### config.mk
export PLATFORM = sky130hd
export DESIGN_NAME = seg7_to_bin_flat
export DESIGN_NICKNAME = d
export VERILOG_FILES = /design/src/rtl/seg7_to_bin_if.sv /design/src/rtl/seg7_to_bin.sv /design/src/flat_wrapper.sv
export SDC_FILE = /design/constraint.sdc
export NUM_CORES = 1
export LEC_CHECK = 0
export ABC_AREA = 1
export BUFFER_PORTS_ARGS = -buffer_cell sky130_fd_sc_hd__buf_2
export CORE_ASPECT_RATIO = 0.75
export CORE_UTILIZATION = 25
export CTS_BUF_LIST = sky130_fd_sc_hd__clkbuf_8
export CTS_CLUSTER_DIAMETER = 100
export DETAILED_ROUTE_END_ITERATION = 12
export PLACE_DENSITY = 0.47
export SLEW_MARGIN = 15
export SYNTH_ARGS = -nofsm -noshare
export SYNTH_HDL_FRONTEND = slang
export SYNTH_SLANG_ARGS = --single-unit
### constraint.sdc
create_clock -name clk -period 3 [get_ports clk]
set_input_delay 0.6 -clock clk [delete_from_list [all_inputs] [get_ports clk]]
set_output_delay 0.6 -clock clk [all_outputs]
set_load 0.01 [all_outputs]
### src/rtl/seg7_to_bin_if.sv
// seg7_to_bin_if
//   Handshake and data bundle for the 7-segment to binary decoder.
//   seg_in/in_valid/in_ready : input word (NUM_DIGITS segment patterns, MSD on top)
//   bin_out/bcd_out/err/ovf  : decoded result
//   out_valid/out_ready      : result handshake
//   master = word producer / result consumer, slave = decoder.
interface seg7_to_bin_if #(
  parameter int NUM_DIGITS = 3,
  parameter int OUT_W      = 8
);
  logic [7*NUM_DIGITS-1:0] seg_in;
  logic                    in_valid;
  logic                    in_ready;
  logic [OUT_W-1:0]        bin_out;
  logic [4*NUM_DIGITS-1:0] bcd_out;
  logic                    err;
  logic                    ovf;
  logic                    out_valid;
  logic                    out_ready;

  modport master (
    output seg_in, in_valid, out_ready,
    input  in_ready, bin_out, bcd_out, err, ovf, out_valid
  );

  modport slave (
    input  seg_in, in_valid, out_ready,
    output in_ready, bin_out, bcd_out, err, ovf, out_valid
  );
endinterface

### src/rtl/seg7_to_bin.sv
// seg7_to_bin
//   Decodes NUM_DIGITS 7-segment patterns ({a..g}, a = bit 6) into BCD digits
//   and accumulates them MSD-first into a saturating OUT_W-bit binary value,
//   one digit per clock.
//   clk   : system clock, rising edge
//   rst_n : asynchronous reset, active low
//   bus   : seg7_to_bin_if.slave (input word handshake, result handshake)
//   Flow: IDLE (accept word) -> ACC (NUM_DIGITS cycles) -> DONE (hold result
//   until consumed) -> IDLE. No overlap between input and output.
module seg7_to_bin #(
  parameter int NUM_DIGITS = 3,
  parameter int OUT_W      = 8
) (
  input  logic         clk,
  input  logic         rst_n,
  seg7_to_bin_if.slave bus
);

  localparam int IDX_W = (NUM_DIGITS > 1) ? $clog2(NUM_DIGITS) : 1;
  localparam int ACC_W = OUT_W + 4;
  // acc*10 + 9 never exceeds 10*(2^OUT_W-1)+9, which fits in OUT_W+4 bits;
  // the extra margin keeps the compare free of wrap-around.
  localparam int EXT_W = OUT_W + 8;
  localparam logic [ACC_W-1:0] SAT = {{4{1'b0}}, {OUT_W{1'b1}}};

  typedef enum logic [1:0] {
    IDLE = 2'd0,
    ACC  = 2'd1,
    DONE = 2'd2
  } state_t;

  state_t                  state_reg, state_next;
  logic [7*NUM_DIGITS-1:0] seg_reg;
  logic [ACC_W-1:0]        acc_reg;
  logic [IDX_W-1:0]        idx_reg;
  logic                    err_reg;
  logic                    ovf_reg;
  logic [OUT_W-1:0]        bin_reg;
  logic [4*NUM_DIGITS-1:0] bcd_reg;

  // Exact-match decode; returns {legal, digit}. Illegal patterns read as 0.
  function automatic logic [4:0] decode(input logic [6:0] pat);
    case (pat)
      7'h7E:   decode = {1'b1, 4'd0};
      7'h30:   decode = {1'b1, 4'd1};
      7'h6D:   decode = {1'b1, 4'd2};
      7'h79:   decode = {1'b1, 4'd3};
      7'h33:   decode = {1'b1, 4'd4};
      7'h5B:   decode = {1'b1, 4'd5};
      7'h5F:   decode = {1'b1, 4'd6};
      7'h70:   decode = {1'b1, 4'd7};
      7'h7F:   decode = {1'b1, 4'd8};
      7'h7B:   decode = {1'b1, 4'd9};
      default: decode = {1'b0, 4'd0};
    endcase
  endfunction

  // Per-position decoders; position 0 is the most significant digit.
  logic [3:0] digit_dec [NUM_DIGITS];
  logic       legal_dec [NUM_DIGITS];

  generate
    for (genvar gi = 0; gi < NUM_DIGITS; gi++) begin : g_dec
      assign {legal_dec[gi], digit_dec[gi]} = decode(seg_reg[7*(NUM_DIGITS-gi)-1 -: 7]);
    end
  endgenerate

  logic [3:0]              cur_digit;
  logic                    cur_legal;
  logic [EXT_W-1:0]        acc_ext;
  logic                    ovf_step;
  logic [ACC_W-1:0]        acc_step;
  logic                    err_step;
  logic                    ovf_flag_step;
  logic                    last_digit;
  logic [4*NUM_DIGITS-1:0] bcd_step;

  always_comb begin
    cur_digit = 4'd0;
    cur_legal = 1'b0;
    bcd_step  = bcd_reg;
    for (int i = 0; i < NUM_DIGITS; i++) begin
      if (idx_reg == IDX_W'(i)) begin
        cur_digit = digit_dec[i];
        cur_legal = legal_dec[i];
        bcd_step[4*(NUM_DIGITS-1-i) +: 4] = digit_dec[i];
      end
    end
    acc_ext       = EXT_W'(acc_reg) * EXT_W'(10) + EXT_W'(cur_digit);
    ovf_step      = acc_ext > EXT_W'(SAT);
    // Clamping at every step keeps later digits from re-growing past the limit.
    acc_step      = ovf_step ? SAT : acc_ext[ACC_W-1:0];
    err_step      = err_reg | ~cur_legal;
    ovf_flag_step = ovf_reg | ovf_step;
    last_digit    = (idx_reg == IDX_W'(NUM_DIGITS-1));
  end

  // Next-state logic
  always_comb begin
    state_next = state_reg;
    case (state_reg)
      IDLE:    if (bus.in_valid) state_next = ACC;
      ACC:     if (last_digit) state_next = DONE;
      DONE:    if (bus.out_ready) state_next = IDLE;
      default: state_next = IDLE;
    endcase
  end

  always_ff @(posedge clk or negedge rst_n) begin
    if (!rst_n) begin
      state_reg <= IDLE;
    end else begin
      state_reg <= state_next;
    end
  end

  // Datapath. Result registers only change during ACC, so they hold through
  // DONE (backpressure) and the following IDLE.
  always_ff @(posedge clk or negedge rst_n) begin
    if (!rst_n) begin
      seg_reg <= '0;
      acc_reg <= '0;
      idx_reg <= '0;
      err_reg <= 1'b0;
      ovf_reg <= 1'b0;
      bin_reg <= '0;
      bcd_reg <= '0;
    end else begin
      case (state_reg)
        IDLE: begin
          if (bus.in_valid) begin
            seg_reg <= bus.seg_in;
            acc_reg <= '0;
            idx_reg <= '0;
            err_reg <= 1'b0;
            ovf_reg <= 1'b0;
          end
        end
        ACC: begin
          acc_reg <= acc_step;
          err_reg <= err_step;
          ovf_reg <= ovf_flag_step;
          bcd_reg <= bcd_step;
          idx_reg <= idx_reg + IDX_W'(1);
          if (last_digit) begin
            bin_reg <= err_step ? '0 : acc_step[OUT_W-1:0];
          end
        end
        default: ;
      endcase
    end
  end

  assign bus.in_ready  = (state_reg == IDLE);
  assign bus.out_valid = (state_reg == DONE);
  assign bus.bin_out   = bin_reg;
  assign bus.bcd_out   = bcd_reg;
  assign bus.err       = err_reg;
  assign bus.ovf       = ovf_reg;

endmodule

### src/flat_wrapper.sv
// flat-port wrapper written by rule: the top's interface ports become plain ports
module seg7_to_bin_flat 
#(
  parameter int NUM_DIGITS = 3,
  parameter int OUT_W      = 8
)
  (clk, rst_n, bus_seg_in, bus_in_valid, bus_out_ready, bus_in_ready, bus_bin_out, bus_bcd_out, bus_err, bus_ovf, bus_out_valid);
  seg7_to_bin_if #(.NUM_DIGITS(NUM_DIGITS), .OUT_W(OUT_W)) bus_i ();
  input  logic clk;
  input  logic rst_n;
  input wire logic [$bits(bus_i.seg_in)-1:0] bus_seg_in;
  input wire logic [$bits(bus_i.in_valid)-1:0] bus_in_valid;
  input wire logic [$bits(bus_i.out_ready)-1:0] bus_out_ready;
  output wire logic [$bits(bus_i.in_ready)-1:0] bus_in_ready;
  output wire logic [$bits(bus_i.bin_out)-1:0] bus_bin_out;
  output wire logic [$bits(bus_i.bcd_out)-1:0] bus_bcd_out;
  output wire logic [$bits(bus_i.err)-1:0] bus_err;
  output wire logic [$bits(bus_i.ovf)-1:0] bus_ovf;
  output wire logic [$bits(bus_i.out_valid)-1:0] bus_out_valid;
  assign bus_i.seg_in = bus_seg_in;
  assign bus_i.in_valid = bus_in_valid;
  assign bus_i.out_ready = bus_out_ready;
  assign bus_in_ready = bus_i.in_ready;
  assign bus_bin_out = bus_i.bin_out;
  assign bus_bcd_out = bus_i.bcd_out;
  assign bus_err = bus_i.err;
  assign bus_ovf = bus_i.ovf;
  assign bus_out_valid = bus_i.out_valid;
  seg7_to_bin #(.NUM_DIGITS(NUM_DIGITS), .OUT_W(OUT_W)) u_core (.clk(clk), .rst_n(rst_n), .bus(bus_i));
endmodule
; ---- Yosys cells after proc, flatten, opt, wreduce, memory -nomap -nowiden
; Index checks and enable logic that the tools add are counted.
[word_totals]
elab_cells = 85
ff_bits = 59
[op_classes]
bitwise_logic = 3
magnitude_cmp = 1
n_mul = 1
n_mux = 22
n_eq_ne = 37
n_reduce_logical = 9
addsub = 2
[op_table]
columns = op, n
row1 = $eq A7 B7 Y1 const B, 24
row2 = $pmux W5 S10, 3
row3 = $eq A7 B6 Y1 const B, 6
row4 = $mux W12, 2
row5 = $pmux W12 S2, 1
row6 = $add A16 B4 Y16, 1
row7 = $gt A16 B8 Y1 const B, 1
row8 = $mul A12 B3 Y15 const B, 1
row9 = $mux W4, 3
row10 = $reduce_and A2 Y1, 5
row11 = $mux W2, 4
row12 = $mux W8, 1
row13 = $pmux W2 S3, 1
row14 = $eq A2 B1 Y1 const B, 2
row15 = $eq A2 B2 Y1 const B, 2
row16 = $logic_not A2 Y1, 2
row17 = $mux W1, 4
row18 = $ne A2 B2 Y1 const B, 2
row19 = $pmux W1 S2, 2
row20 = $pmux W2 S2, 1
row21 = $reduce_and A3 Y1, 1
row22 = $add A2 B1 Y2 const B, 1
row23 = $ne A2 B1 Y1 const B, 1
row24 = $or A1 B1 Y1, 2
row25 = 2 further kinds, 2

; ---- Depth between registers and ports, before layout
; Gate-level depths: netlist of run 1.
[logic_depth]
word_depth = 9
ltp_mapped = 25
mapped_depth_nobuf = 25

; ---- Worst setup path after synthesis of run 1
; OpenSTA, ideal clock, no wires.
[synth_timing]
kind = register -> register
from = register u_core.seg_reg[20]
to = register u_core.bin_reg[0], in the netlist u_core.bus.bin_out[0]
path_stages_with_launch = 26
required_ns = 2.883
path_buffers = 0
synth_period_minus_slack_ns = 3.084
t_arrival_ns = 2.967
path_slack_ns = -0.084
cell_sequence = dfrtp_1 -> nand2_1 -> inv_1 -> nand2_1 -> nor2_1 -> o211ai_1 -> and2_1 -> o221ai_1 -> o21ai_0 -> inv_1 -> ha_1 -> fa_1 -> nand2_1 -> nand2_1 -> nand3_1 -> nor2_4 -> nand3_2 -> clkinv_1 -> nand3_1 -> nand2_1 -> nand2_1 -> nand3_4 -> nor2_8 -> nand4_2 -> nand2_1 -> nand2_1
[synth_via]
elab_chain_len = 9
word_cells_on_any_way = 23
cone_classes = add/sub: 1 / order compare: 1 / eq/ne: 10 / mux: 9 / bitwise: 2
[synth_lines]
columns = item, line_no
row1 = from (decl), seg7_to_bin.sv:33  ; logic [7*NUM_DIGITS-1:0] seg_reg;
row2 = from (signal assigned), seg7_to_bin.sv:132  ; seg_reg <= bus.seg_in;
row3 = $eq A7 B7 Y1 or $eq A7 B6 Y1 (tied branches), seg7_to_bin.sv:43  ; case (pat)
row4 = $pmux W5 S10 *, seg7_to_bin.sv:43
row5 = $mux W4 (3 in series), seg7_to_bin.sv:83  ; if (idx_reg == IDX_W'(i)) begin
row6 = $add A16 B4 Y16, seg7_to_bin.sv:89  ; acc_ext = EXT_W'(acc_reg) * EXT_W'(10) + EXT_W'(cur_digit);
row7 = $gt A16 B8 Y1, seg7_to_bin.sv:90  ; ovf_step = acc_ext > EXT_W'(SAT);
row8 = $mux W12, seg7_to_bin.sv:92  ; acc_step = ovf_step ? SAT : acc_ext[ACC_W-1:0];
row9 = $mux W8 *, seg7_to_bin.sv:146  ; bin_reg <= err_step ? '0 : acc_step[OUT_W-1:0];
row10 = to (signal assigned), seg7_to_bin.sv:146
row11 = to (decl), seg7_to_bin.sv:38  ; logic [OUT_W-1:0] bin_reg;
; Mark *: on every way between the ends. The rest lies on a longest branch, timed or not.
; A chain may end at the register's enable or synchronous reset.

; ---- Worst setup path in the final report of run 1
[layout_timing]
from = register u_core.seg_reg[18]
to = register u_core.acc_reg[3]
[layout_via]
elab_chain_len = 9
word_cells_on_any_way = 18
cone_classes = add/sub: 1 / order compare: 1 / eq/ne: 10 / mux: 6
[layout_lines]
columns = item, line_no
row1 = $eq A7 B7 Y1 or $eq A7 B6 Y1 (tied branches), seg7_to_bin.sv:43
row2 = $pmux W5 S10 *, seg7_to_bin.sv:43
row3 = $mux W4 * (3 in series), seg7_to_bin.sv:83
row4 = $add A16 B4 Y16 *, seg7_to_bin.sv:89
row5 = $gt A16 B8 Y1, seg7_to_bin.sv:90
row6 = $mux W12 *, seg7_to_bin.sv:92
row7 = $pmux W12 S2 *, seg7_to_bin.sv:129  ; case (state_reg)
row8 = to (signal assigned), seg7_to_bin.sv:140  ; acc_reg <= acc_step;
row9 = to (decl), seg7_to_bin.sv:34  ; logic [ACC_W-1:0] acc_reg;
; Marks and branches as above.

==> results.tsv, run 1 <==
metric	value	unit
Die Span X	151	microns
power per cell area	1210	nW/um^2
H-tree levels	3	
DP HPWL	9190	microns
Num Clock Sinks	59	
Max-Cap Viols	0	
Residual DRC	0	
cells after synthesis	579	
most common cell in the netlist	nand2_1	
gpl congestion	0.850	
Post-Synth Adder-Cell Area	8.74	%
crit path kind	reg -> reg	
setup ws final	-0.267	ns
DR WL met3	333	microns
DR pass1 iterations	4	
initial antenna violation count	0	
die area	17200	sq um
f_max	0.306	GHz
period utilization	109	%
Post-synth top cells	nand2_1 (190), inv_1 (74), dfrtp_1 (59)	
Post-synth ARST share	100	%
Worst-Margin Slew	0.548	ns
Synth top area share	35.3	%
internal power	3.42	mW
Synth Cell Area	4180	sq um
Netlist cell types	42	
Detailed Route WL	12000	microns
Synth Area in Compound Gates	8.59	%
std cell rows	40	
core area	16200	sq um
CP Capture Type	register	
clock network fraction of design power	12.0	%
Yosys warnings	0	
combinational power share	68.4	%
DRT iter0 DRCs	162	
Hold Violations, Final	0	
max layer used	met4	
Area Overhead vs Synth	37.6	%
clock slew seen by the registers of the worst setup and hold paths	0.07	ns
Main synth FF type	dfrtp_1	
largest net degree at the start of global routing	42	
Final nets	764	
gr ovfl total	0	
Syn Nets	632	
Rel. slew slack	63.5	%
clock root cell	clkbuf_8	
FF-to-FF path depth	24	
CP required	3.25	ns
RSZ-0062 raised after global routing	true	
die height	114	microns
Post-Synth Simple-Gate Area	38.2	%
Seq/Total Area, Yosys	35.3	%
Switching Share	50.9	%
via count	4181	
remaining antenna violation count	0	
Setup violations, final	17	
diode count	0	
CTS tree	done	
TritonCTS Buffers	9	
max reg flops	21	
all-layer global routing usage	15.0	%
first-pass GRT wire length	20100	microns
met1 wire length	6210	microns
final max-slew violation count	0	
area leader, netlist	dfrtp_1	
synth top area cells	dfrtp_1 (35%), nand2_1 (17%), ha_1 (7.8%)	
met2 WL	5200	microns
Worst Skew	0.0101	ns
IO Port Bufs	48	
failing checks	setup timing	
hold_ws	0.181	ns
CP max FO	4	
later-pin clock latency in the skew report	0.35	ns
result of the run	finished with violations	
post-synthesis xor/xnor area fraction	1.05	%
Reg2Reg Setup Slack	-0.27	ns
share of layout cells above drive strength 1	31.7	%
Mean Syn Cell Area	7.22	sq um
setup TNS	-3.88	ns
leak pwr	2.97	nW
vias per std cell	4.52	
min Tclk post-route	3.27	ns
largest family of logic cells by synthesized area	simple AND/OR/NAND/NOR gates	
Bufs on Longest Clock Path	2	
maximum vdd drop	0.000440	V
register bit total from synthesis	59	
Critical Path AT	3.52	ns
Post-synth EDFFs	0	
vias in the first global route	4158	
final core occ	35.6	%
WL/cell	12.9	microns
post-synthesis mux area share	0.239	%
Startpoint Class	register	
Final Power	6.97	mW
starting density of the core	25.9	%
Worst Hold Class	in -> async	
net load switching power	3.55	mW
# IOs	49	
Reg power frac	19.6	%
==> per-layer routing <==
metal | track usage, % | up-vias
met5 | 0 | -
met4 | 5.00 | 0
met3 | 3.04 | 17
met2 | 23.0 | 61
met1 | 20.8 | 1947
li1 | - | 2156
==> stage by stage <==
stage / worst slack, ns / cells / instance area, sq um
2_1_floorplan: 0.0196 / 579 / 4190
3_3_place_gp: -0.385 / 899 / 5190
3_5_place_dp: -0.420 / 899 / 5190
4_1_cts: -0.264 / 923 / 5580
5_1_grt: -0.505 / 926 / 5750
6_report: -0.267 / 926 / 5750
==> timing repair <==
action | in CTS | in global routing
gates cloned | 1 | 1
buffers inserted | 7 | 2
resized for setup | 24 | 34
pin swaps | 18 | 22
endpoints found under the setup margin | 17 | 17
hold buffers | 0 | 0
endpoints found under the hold margin | 0 | 0
==> logic make-up (layout without fill, tap and decap cells) <==
| group | after synthesis | in the layout |
|---|---|---|
| AO/OA/AOI/OAI | 60 | 60 |
| adder cells (fa/ha/maj) | 28 | 28 |
| flip-flops | 59 | 59 |
| XOR/XNOR | 5 | 5 |
| multiplexers | 1 | 1 |
| buffers and inverters | 85 | 220 |
| AND/OR/NAND/NOR | 341 | 343 |
==> critical path, stage by stage (launching register included) <==
cell	delay (ns)
dfrtp_1	0.41
inv_1	0.08
nor2_1	0.11
nand2_1	0.12
nor3_2	0.18
a21oi_2	0.06
and2_4	0.15
o221ai_4	0.13
o21ai_1	0.09
inv_1	0.09
ha_4	0.14
fa_2	0.20
nand2_2	0.06
nand2_2	0.07
nand3_2	0.09
nor2_4	0.13
nand3_4	0.11
inv_4	0.09
nand2_4	0.05
a21oi_4	0.17
nand3_4	0.14
nor2_4	0.24
nand4_2	0.14
nand2_1	0.08
nand2_1	0.05
==> placed cells by master (no fill, tap or decap), types with 4 or more instances in the layout <==
| cell type | Yosys | routed |
|---|---|---|
| nand3_2 | 4 | 8 |
| nor2_1 | 40 | 33 |
| inv_2 | 2 | 5 |
| o21ai_0 | 35 | 32 |
| nand3_1 | 48 | 43 |
| nor2_2 | 4 | 9 |
| nand4_1 | 12 | 12 |
| buf_4 | 0 | 77 |
| clkbuf_8 | 0 | 11 |
| nand4_4 | 0 | 6 |
| inv_1 | 74 | 71 |
| nand2_1 | 190 | 180 |
| nand2_2 | 14 | 21 |
| dfrtp_1 | 59 | 59 |
| ha_1 | 26 | 24 |
| nand2_4 | 1 | 4 |
| nor3_1 | 9 | 5 |
| buf_2 | 1 | 48 |
| nor2_4 | 3 | 6 |
| a21oi_1 | 5 | 4 |
| nor3_2 | 0 | 4 |
==> cell type report <==
class	count	area [sq um]
Fill cell	1715	10400
Clock buffer	11	151
Inverter	78	295
Clock inverter	5	75.1
Tap cell	210	263
Sequential cell	59	1480
Timing Repair Buffer	126	838
Multi-Input combinational cell	437	2650
==> power by group through the flow <==
stage	logic (mW)	clock network [mW]	registers, mW
CTS	4.56	0.865	1.36
floorplan	2.96	0	1.35
finish	4.77	0.839	1.37
global placement	4.23	0	1.37
detailed placement	4.27	0	1.38
global route	5.34	0.900	1.41
==> path summary, 6_finish.rpt <==
check                                                  start                                end
min in group clk                               bus_out_ready    u_core.state_reg[1]$_DFFE_PN0P_
hold reg to reg            u_core.bus.bin_out[2]$_DFFE_PN0P_  u_core.bus.bin_out[2]$_DFFE_PN0P_
max in group asynchronous                              rst_n  u_core.bus.bin_out[0]$_DFFE_PN0P_
hold / removal                                         rst_n     u_core.seg_reg[13]$_DFFE_PN0P_
setup / recovery              u_core.seg_reg[18]$_DFFE_PN0P_      u_core.acc_reg[3]$_DFFE_PN0P_
setup reg to reg              u_core.seg_reg[18]$_DFFE_PN0P_      u_core.acc_reg[3]$_DFFE_PN0P_
(Power assumes the default switching activity.)
==> run 2, diff against run 1 <==
--- a/config.mk
+++ b/config.mk
@@ -12,7 +12,6 @@
 export CTS_BUF_LIST = sky130_fd_sc_hd__clkbuf_8
 export CTS_CLUSTER_DIAMETER = 100
 export DETAILED_ROUTE_END_ITERATION = 12
-export PLACE_DENSITY = 0.47
 export SLEW_MARGIN = 15
 export SYNTH_ARGS = -nofsm -noshare
 export SYNTH_HDL_FRONTEND = slang
==> results.tsv, run 2 (same netlist as run 1, synthesis figures left out) <==
metric	value	unit
result of the run	finished with violations	
failing checks	setup timing	
IO Port Bufs	48	
RSZ-0062 raised after global routing	true	
Detailed Route WL	11400	microns
power per cell area	1170	nW/um^2
TritonCTS Buffers	9	
RR Endpoint	u_core.acc_reg[7]$_DFFE_PN0P_	
cts hold-fix bufs	0	
placed cells	894	
post-layout instance area	5800	sq um
die height	114	microns
share of layout cells above drive strength 1	33.0	%
Worst path max stage delay	0.41	ns
WL/cell	12.1	microns
via count	4207	
DRT iter0 DRCs	227	
diode count	0	
final std cells w/o fill	938	
period utilization	107	%
setup ws final	-0.201	ns
Worst Hold Class	in -> async	
Num Clock Sinks	59	
CP max FO	5	
max reg flops	21	
dpl ws	-0.288	ns
H-tree levels	3	
remaining antenna violation count	0	
cells along the critical path	nand2_2 > buf_6 > nor2_4 > a22oi_2 > nand3_2 > inv_2 > o22ai_2 > o21ai_1 > inv_2 > ha_4 > nand2_2 > nor2_1 > nand2_1 > nand2_2 > inv_2 > nor2_2 > nand3_2 > nor2_2 > nand4_1 > nand2_4 > nand4_2 > nand2_1 > nand2_1	
DR pass1 iterations	5	
Worst-Margin Slew	0.612	ns
gr ovfl total	0	
final max-slew violation count	0	
clock slew seen by the registers of the worst setup and hold paths	0.07	ns
clock root cell	clkbuf_8	
Area Overhead vs Synth	38.8	%
core area	16200	sq um
setup TNS	-2.98	ns
maximum vdd drop	0.000492	V
leading cell type in the layout, fill and taps excluded	nand2_1	
# IOs	49	
all-layer global routing usage	13.9	%
CP max stage cell	dfrtp_1	
Startpoint Class	register	
final core occ	35.9	%
Hold Violations, Final	0	
Final nets	776	
Setup violations, final	17	
gpl congestion	0.907	
DP HPWL	8370	microns
Bufs on Longest Clock Path	2	
first-pass GRT wire length	19100	microns
GR Util met1	19.5	%
r2r startpoint	u_core.seg_reg[11]$_DFFE_PN0P_	
min Tclk post-route	3.20	ns
later-pin clock latency in the skew report	0.35	ns
crit path kind	reg -> reg	
vias in the first global route	4021	
most frequent cells in the layout	nand2_1 (179), buf_4 (86), inv_1 (71)	
CP Capture Type	register	
leak pwr	3.02	nW
Residual DRC	0	
std cell rows	40	
CP required	3.24	ns
CTS tree	done	
Reg2Reg Setup Slack	-0.20	ns
Critical Path AT	3.44	ns
initial antenna violation count	0	
hold_ws	0.261	ns
Worst Skew	0.00460	ns
starting density of the core	25.9	%
largest net degree at the start of global routing	36	
Rel. slew slack	59.2	%
die area	17200	sq um
vias per std cell	4.49	
FF-to-FF path depth	23	
Max-Cap Viols	0	
post-place instance area	5160	sq um
GR Util met3	2.64	%
Die Span X	151	microns
busiest layer in global routing	met2	
Final Power	6.81	mW
M2 GR Usage	22.1	%
f_max	0.312	GHz
run 2: routing by layer:
| metal | up-vias | part of all wire (%) |
|---|---|---|
| met5 | - | 0 |
| met4 | 0 | 0.78 |
| met3 | 10 | 4.6 |
| li1 | 2173 | - |
| met1 | 1935 | 49 |
| met2 | 89 | 46 |
run 2: area by class of cell:
type	instances	area, sq um
fillers	1676	10400
multi-input cells	437	2610
flip-flops and latches	59	1480
repair buffers	138	948
inverters	78	294
well taps	210	263
clock buffers	12	165
clock inverters	4	41.3
run 2: worst max-delay path by stage:
stage | startpoint | end | slack [ns] | cells past startpoint
after global placement | u_core.seg_reg[19]$_DFFE_PN0P_ | u_core.acc_reg[1]$_DFFE_PN0P_ | -0.20 | 25
after CTS | u_core.seg_reg[11]$_DFFE_PN0P_ | u_core.acc_reg[1]$_DFFE_PN0P_ | -0.20 | 24
after detailed placement | u_core.seg_reg[17]$_DFFE_PN0P_ | u_core.acc_reg[6]$_DFFE_PN0P_ | -0.29 | 23
after global routing | u_core.seg_reg[17]$_DFFE_PN0P_ | u_core.bus.bin_out[1]$_DFFE_PN0P_ | -0.44 | 23
after floorplan | u_core.seg_reg[20]$_DFFE_PN0P_ | u_core.bus.bin_out[0]$_DFFE_PN0P_ | 0.02 | 25
final | u_core.seg_reg[11]$_DFFE_PN0P_ | u_core.acc_reg[7]$_DFFE_PN0P_ | -0.20 | 23
run 2: repair_timing:
action	4_1_cts	5_1_grt
cloned	1	1
resized for setup	20	42
pin swaps	8	17
endpoints found under the setup margin	17	18
buffers inserted	19	7
run 2: critical path, delay by kind of cell, from the launching register on:
family / cells / cell delay [ns]
adders and majority gates: 1 / 0.27
and+or+nand+nor: 15 / 1.66
buffers and inverters: 4 / 0.31
AOI/OAI and AO/OA: 3 / 0.46
DFF: 1 / 0.41
run 2: where the power goes:
group	internal (mW)	total (mW)	switching (mW)
registers	1.11	1.36	0.259
clock network	0.443	0.765	0.322
logic	1.79	4.68	2.89
